File: config.mk
export PLATFORM = sky130hd
export DESIGN_NAME = peripheral_showresult
export DESIGN_NICKNAME = d
export VERILOG_FILES = /design/src/rtl/peripheral_showresult.sv
export SDC_FILE = /design/constraint.sdc
export NUM_CORES = 1
export LEC_CHECK = 0
export BUFFER_PORTS_ARGS = -buffer_cell sky130_fd_sc_hd__buf_4
export CAP_MARGIN = 20
export CORE_MARGIN = 8
export CORE_UTILIZATION = 50
export CTS_CLUSTER_SIZE = 12
export DETAILED_ROUTE_END_ITERATION = 7
export PLACE_DENSITY = 0.75
export SETUP_SLACK_MARGIN = 0.5
export SYNTH_ARGS = -nofsm -noshare
export SYNTH_HDL_FRONTEND = slang
export SYNTH_SLANG_ARGS = --single-unit
export TNS_END_PERCENT = 5
File: constraint.sdc
create_clock -name clk -period 8.15 [get_ports clk]
set_input_delay 0.815 -clock clk [delete_from_list [all_inputs] [get_ports clk]]
set_output_delay 0.815 -clock clk [all_outputs]
set_load 0.03 [all_outputs]
File: src/rtl/peripheral_showresult.sv
// -----------------------------------------------------------------------------
// peripheral_showresult
//
// Result viewer for the peripherals unit. Once the operand loader has released
// the keypad and all three words are valid, the block freezes a snapshot of
// operand A, operand B and the result, then shows one 16-bit halfword at a time
// on the four 7-segment digits. The enter pushbutton steps through the six
// halfwords (R hi, R lo, A hi, A lo, B hi, B lo); an optional auto-scroll timer
// advances the view on its own.
//
// Parameters
//   AUTO_CYCLES : cycles between automatic view advances in SHOW (0 = off)
//   CNT_W       : width of the auto-scroll counter
//
// Ports
//   clk             : system clock, rising edge
//   reset           : asynchronous active-low reset
//   enter           : raw pushbutton level, active-high, synchronous to clk
//   loaddata        : 1 = loader owns the keypad, 0 = display mode
//   inputdata_ready : 1 = dataA/dataB/dataR are complete and valid
//   dataA/B/R       : operand A, operand B, result (32 bits each)
//   disp3..disp0    : active-low segments {g,f,e,d,c,b,a}, disp3 leftmost
//   view_sel        : current halfword index 0..5
//   showing         : 1 while in SHOW
// -----------------------------------------------------------------------------
module peripheral_showresult #(
  parameter int unsigned AUTO_CYCLES = 32'd0,
  parameter int unsigned CNT_W       = 32'd32
) (
  input  logic        clk,
  input  logic        reset,
  input  logic        enter,
  input  logic        loaddata,
  input  logic        inputdata_ready,
  input  logic [31:0] dataA,
  input  logic [31:0] dataB,
  input  logic [31:0] dataR,
  output logic [6:0]  disp3,
  output logic [6:0]  disp2,
  output logic [6:0]  disp1,
  output logic [6:0]  disp0,
  output logic [2:0]  view_sel,
  output logic        showing
);

  typedef enum logic {
    IDLE = 1'b0,
    SHOW = 1'b1
  } state_t;

  localparam logic [6:0]        SEG_DASH    = 7'b0111111;
  localparam logic [2:0]        VIEW_LAST   = 3'd5;
  localparam bit                AUTO_EN     = (AUTO_CYCLES > 32'd0);
  localparam int unsigned       AUTO_LAST   = AUTO_EN ? (AUTO_CYCLES - 32'd1) : 32'd0;
  localparam logic [CNT_W-1:0]  AUTO_LAST_C = CNT_W'(AUTO_LAST);
  localparam logic [CNT_W-1:0]  CNT_ONE     = CNT_W'(32'd1);

  // Hex digit to active-low 7-segment pattern {g,f,e,d,c,b,a}.
  function automatic logic [6:0] hex7(input logic [3:0] h);
    logic [6:0] seg;
    case (h)
      4'h0:    seg = 7'b1000000;
      4'h1:    seg = 7'b1111001;
      4'h2:    seg = 7'b0100100;
      4'h3:    seg = 7'b0110000;
      4'h4:    seg = 7'b0011001;
      4'h5:    seg = 7'b0010010;
      4'h6:    seg = 7'b0000010;
      4'h7:    seg = 7'b1111000;
      4'h8:    seg = 7'b0000000;
      4'h9:    seg = 7'b0010000;
      4'hA:    seg = 7'b0001000;
      4'hB:    seg = 7'b0000011;
      4'hC:    seg = 7'b1000110;
      4'hD:    seg = 7'b0100001;
      4'hE:    seg = 7'b0000110;
      4'hF:    seg = 7'b0001110;
      default: seg = SEG_DASH;
    endcase
    return seg;
  endfunction

  state_t           state_q, state_d;
  logic [2:0]       view_q, view_d;
  logic             show_q, show_d;
  logic [CNT_W-1:0] cnt_q, cnt_d;
  logic [31:0]      snap_a_q, snap_a_d;
  logic [31:0]      snap_b_q, snap_b_d;
  logic [31:0]      snap_r_q, snap_r_d;
  logic             enter_q;

  logic             enter_pulse_s;
  logic             auto_expire_s;
  logic [2:0]       view_next_s;
  logic [15:0]      halfword_s;

  assign enter_pulse_s = enter & ~enter_q;
  // The counter sits at zero whenever auto-scroll is disabled, so gating with
  // AUTO_EN keeps a zero-cycle setting from firing every cycle.
  assign auto_expire_s = AUTO_EN && (cnt_q == AUTO_LAST_C);
  assign view_next_s   = (view_q == VIEW_LAST) ? 3'd0 : (view_q + 3'd1);

  // Next-state logic for the viewer FSM, view index, timer and snapshot.
  always_comb begin
    state_d  = state_q;
    view_d   = view_q;
    show_d   = show_q;
    cnt_d    = cnt_q;
    snap_a_d = snap_a_q;
    snap_b_d = snap_b_q;
    snap_r_d = snap_r_q;
    case (state_q)
      IDLE: begin
        view_d = 3'd0;
        cnt_d  = '0;
        if (!loaddata && inputdata_ready) begin
          // Capture edge: an enter pulse here is deliberately not acted on.
          state_d  = SHOW;
          show_d   = 1'b1;
          snap_a_d = dataA;
          snap_b_d = dataB;
          snap_r_d = dataR;
        end else begin
          show_d = 1'b0;
        end
      end
      SHOW: begin
        if (loaddata || !inputdata_ready) begin
          // Leaving wins over any advance requested in the same cycle.
          state_d = IDLE;
          show_d  = 1'b0;
          view_d  = 3'd0;
          cnt_d   = '0;
        end else if (enter_pulse_s || auto_expire_s) begin
          // Press and timer expiry together still produce a single step.
          view_d = view_next_s;
          cnt_d  = '0;
        end else if (AUTO_EN) begin
          cnt_d = cnt_q + CNT_ONE;
        end else begin
          cnt_d = '0;
        end
      end
      default: begin
        state_d = IDLE;
        show_d  = 1'b0;
        view_d  = 3'd0;
        cnt_d   = '0;
      end
    endcase
  end

  // State registers, including the enter edge detector.
  always_ff @(posedge clk or negedge reset) begin
    if (!reset) begin
      state_q  <= IDLE;
      view_q   <= 3'd0;
      show_q   <= 1'b0;
      cnt_q    <= '0;
      snap_a_q <= 32'd0;
      snap_b_q <= 32'd0;
      snap_r_q <= 32'd0;
      enter_q  <= 1'b0;
    end else begin
      state_q  <= state_d;
      view_q   <= view_d;
      show_q   <= show_d;
      cnt_q    <= cnt_d;
      snap_a_q <= snap_a_d;
      snap_b_q <= snap_b_d;
      snap_r_q <= snap_r_d;
      enter_q  <= enter;
    end
  end

  // Select the halfword addressed by the current view from the snapshot.
  always_comb begin
    case (view_q)
      3'd0:    halfword_s = snap_r_q[31:16];
      3'd1:    halfword_s = snap_r_q[15:0];
      3'd2:    halfword_s = snap_a_q[31:16];
      3'd3:    halfword_s = snap_a_q[15:0];
      3'd4:    halfword_s = snap_b_q[31:16];
      3'd5:    halfword_s = snap_b_q[15:0];
      default: halfword_s = 16'h0000;
    endcase
  end

  // Digit decode; dashes whenever not showing, so reset blanks them at once.
  always_comb begin
    if (show_q) begin
      disp3 = hex7(halfword_s[15:12]);
      disp2 = hex7(halfword_s[11:8]);
      disp1 = hex7(halfword_s[7:4]);
      disp0 = hex7(halfword_s[3:0]);
    end else begin
      disp3 = SEG_DASH;
      disp2 = SEG_DASH;
      disp1 = SEG_DASH;
      disp0 = SEG_DASH;
    end
  end

  assign view_sel = view_q;
  assign showing  = show_q;

endmodule

# == After elaboration in Yosys (flattened, before gate mapping) ==
# Memories as Yosys holds them, arrays and structs flattened.
# Cells that the tools add are included.
# totals
reg_bits,102
word_cells,42
romBits,448
n_memories,4
# mem_list
memory,words,word_bits,read_ports,rd_clocked_by_memory_dff,wr,line,source
(no name shown),16,7,1,0,0,61,case (h)
(no name shown),16,7,1,0,0,61,
(no name shown),16,7,1,0,0,61,
(no name shown),16,7,1,0,0,61,
# classes
n_reduce_logical,6
muxes,14
add_sub_neg,1
bitwise_logic,3
eq_ne,7
# ops
op,n
$pmux W16 S6,1
$mux W7,4
$mux W3,3
$eq A3 B2 Y1 const B,2
$eq A3 B3 Y1 const B,2
$pmux W3 S2,1
$pmux W1 S2,2
$add A3 B1 Y3 const B,1
$eq A3 B1 Y1 const B,1
$logic_not A3 Y1,1
$mux W1,3
$ne A3 B1 Y1 const B,1
$logic_not A1 Y1,2
$ne A2 B1 Y1 const B,1
$not A1 Y1,2
$reduce_and A2 Y1,1
$and A1 B1 Y1,1
$logic_and A1 B1 Y1,1
$logic_or A1 B1 Y1,1

# == Logic depth before layout (Yosys ltp) ==
# logic_depth
ltp_word,5
ltp_mapped,15

# == Least setup slack after synthesis ==
# No wires, ideal clock.
# synth_timing
kind,reg2out
from,register view_q[2] (netlist: view_sel[2])
to,output disp2[2]
path_stages_with_launch,13
path_buffers,5
slack_ps,3147
arrival_time_ps,4188
path_cell_list,dfrtp_1 -> buf_6 -> buf_8 -> buf_4 -> buf_2 -> inv_1 -> ha_1 -> clkbuf_1 -> a22o_1 -> nor3_1 -> inv_1 -> ha_1 -> o311ai_0
# synth_via
elab_chain_cells,4
word_cells_on_any_way,9
# synth_lines
element,line,source
from (decl),84,"logic [2:0] view_q, view_d;"
from (signal assigned),166,view_q <= view_d;
"$eq A3 B3 Y1, or another cell as far along",178,case (view_q)
$pmux W16 S6 *,178,
$mem_v2 Z16 W7 *,--,
$mux W7 *,191,if (show_q) begin
to (decl),39,"output logic [6:0] disp2,"
# Mark *: on every way between the ends. The rest lies on a longest branch, timed or not.

# == Final worst setup path ==
# layout_timing
from,register view_q[1] (netlist: view_sel[1])
to,output disp2[3]
# Same word-level chain as after synthesis.

==> run metrics <==
Avg Vias per Cell 5.66; initial core utilization 50.5%; register bit total from synthesis 102; area growth from synthesis to final layout 24.4%; Clock H-tree levels 3; initial drt markers 358; Post-CTS Setup Bufs 0; final core occ 62.8%; Yosys cell types 52; endpoints failing hold 0; pin count of the biggest net entering global routing 79; DRC violation count after routing 0; max_slew headroom 30.9%; CP Capture Type output port; initial antenna violation count 0; IO Count 133; Die Ht 123 um; Yosys top cell area share 44.8%; PD cells 211 mW/mm2; Fmax achieved 199 MHz; total track usage 19.1%; ys flop type dfrtp_1; Cells after Synth 492; CTS Buffer Depth 2; Yosys top cell by area dfrtp_1; Post-synth EDFFs 0; per-cell routed wire length 18.7 um; Finished Layout Cells 757; arrival time worst endpoint 4.21 ns; clk root buf clkbuf_16; final number of setup-violating endpoints 0; hold_ws 0.370 ns; synth cell count leaders 103 x mux2_2, 102 x dfrtp_1, 31 x mux2i_1, 28 x nor2_1, 25 x ha_1; Hold Path Class in -> async; total of max-cap violations 0; clock skew 0.00559 ns; worst slew pin tran 1.04 ns; Total Wirelength 14,200 um; number of buffers created by CTS 9; Port-buffer cells 132; placer congestion estimate 0.840; CP max FO 27; Setup TNS Final 0 ns; WS Path Type reg -> out; maximum VDD drop 0.111 mV; CTS tree built; status finished clean; Skew-Pair Late Insertion Delay 0.34 ns; Reg clk slew, reported paths 0.07 ns; count leader, synth mux2_2; diode count 0; DP Cell Count 739; die span in x 123 um; Pleak 3.14 nW; mapped cell area 0.00569 mm2; Core ar. 0.0113 mm2; first-pass GRT wire length 22,500 um; Syn Area/Cell 11.6 um2; DP Wirelength 10,700 um; drt first pass iters 5; Final Cycle Share 61.6%; share of layout cells above drive strength 1 43.3%; Synth async-reset ratio 100%; cts repair resizes 0; register area share after synthesis 44.8%; Final #Nets 735; antenna-violating nets left 0; Slew Limit Fails 0; Syn Nets 618; Congestion Overflow GR 0; WP data required 7.34 ns; row count 39; vias in the first global route 4,352; Yosys warning total 0; via count 4,283; die area 0.0151 mm2; unrepaired setup endpoints after global routing no; Hold-fix buffers, CTS 0; Worst setup SP type flip-flop; synth top area cells dfrtp_1 45%, mux2_2 20%, ha_1 5.5%, mux2i_1 5.5%, nor2_1 1.8%; minimum clock period 5.02 ns; CTS sink cnt 102
-- final timing paths --
kind,startpoint,endpoint,slack (ns),cells past startpoint
worst max-delay path,view_sel[1]$_DFFE_PN0P_,disp2[3],3.13,12
worst min-delay path,reset,snap_r_q[5]$_DFFE_PN0P_,0.37,1
worst max register to register,state_q$_DFF_PN0_,snap_b_q[7]$_DFFE_PN0P_,5.66,3
worst min register to register,snap_b_q[28]$_DFFE_PN0P_,snap_b_q[28]$_DFFE_PN0P_,0.50,1
max in group asynchronous,reset,view_sel[2]$_DFFE_PN0P_,6.43,2
min in group clk,snap_b_q[28]$_DFFE_PN0P_,snap_b_q[28]$_DFFE_PN0P_,0.50,1
-- sequential cells by signal (all words and copies together), names as in the netlist --
register and cells:
view_sel 3, snap_b_q 32, snap_r_q 32, showing 1
state_q 1, snap_a_q 32, enter_q 1
-- cell families (layout without fill, tap and decap cells) --
| logic type | Yosys count | in the layout | share of synthesized area, % |
|---|---|---|---|
| AO/OA/AOI/OAI | 81 | 81 | 10.4 |
| XOR/XNOR | 1 | 1 | 0.154 |
| adder cells (fa/ha/maj) | 25 | 25 | 5.49 |
| buffers and inverters | 53 | 175 | 4.20 |
| flip-flops | 102 | 102 | 44.8 |
| multiplexers | 136 | 136 | 26.5 |
| AND/OR/NAND/NOR | 94 | 94 | 8.40 |
-- critical path, stage by stage (launching register included) --
cell	delay [ns]
dfrtp_1	0.74
inv_1	0.34
nor2_1	0.07
ha_1	0.40
a22o_1	0.31
nor3_1	0.69
inv_1	0.16
ha_1	0.24
inv_1	0.08
nor2_1	0.06
a2111oi_0	0.42
a41oi_1	0.09
buf_4	0.23
-- final cells by class --
cell class | instances | area [um2]
inverters | 19 | 71.3
fillers | 902 | 4190
clock buffers | 12 | 246
flip-flops and latches | 102 | 2550
repair buffers | 140 | 1050
clock inverters | 4 | 70.1
well taps | 143 | 179
multi-input cells | 337 | 2920
-- through the flow --
step | cell area [um2] | setup WS, ns | total power [mW]
2_1_floorplan | 5690 | 3.15 | 0.906
3_3_place_gp | 6760 | 3.69 | 1.03
3_5_place_dp | 6760 | 3.51 | 1.05
4_1_cts | 7070 | 3.14 | 1.50
5_1_grt | 7080 | 2.71 | 1.57
6_report | 7080 | 3.13 | 1.50
-- cell usage in the layout (no fill, tap or decap), drive strengths merged, types with 2 or more instances in the layout --
cell type,n
a32o,2
a2111o,2
nand3b,13
nand3,6
a22oi,2
a22o,6
buf,139
o211ai,6
o22ai,3
o21ai,18
a21oi,14
o32ai,3
or2,2
o311ai,4
bufinv,2
dfrtp,102
and3,2
a221o,3
inv,19
mux2i,31
a222oi,4
nor2b,2
clkbuf,13
nand2,22
nor2,28
nor3,4
mux2,104
o221ai,4
ha,25
and3b,2
nand2b,8
a2111oi,3
clkinv,2
and2,3
-- metal layers --
layer	global-route usage [%]	routed length, um
met1	26.9	6460
met2	28.0	6400
met3	4.97	1160
met4	6.25	167
met5	0	0
-- power by group --
group / switching [mW] / internal (mW) / total [mW]
combinational: 0.198 / 0.199 / 0.398
sequential: 0.0518 / 0.592 / 0.644
clock: 0.178 / 0.277 / 0.454
total: 0.427 / 1.07 / 1.50
(Power assumes the default switching activity.)
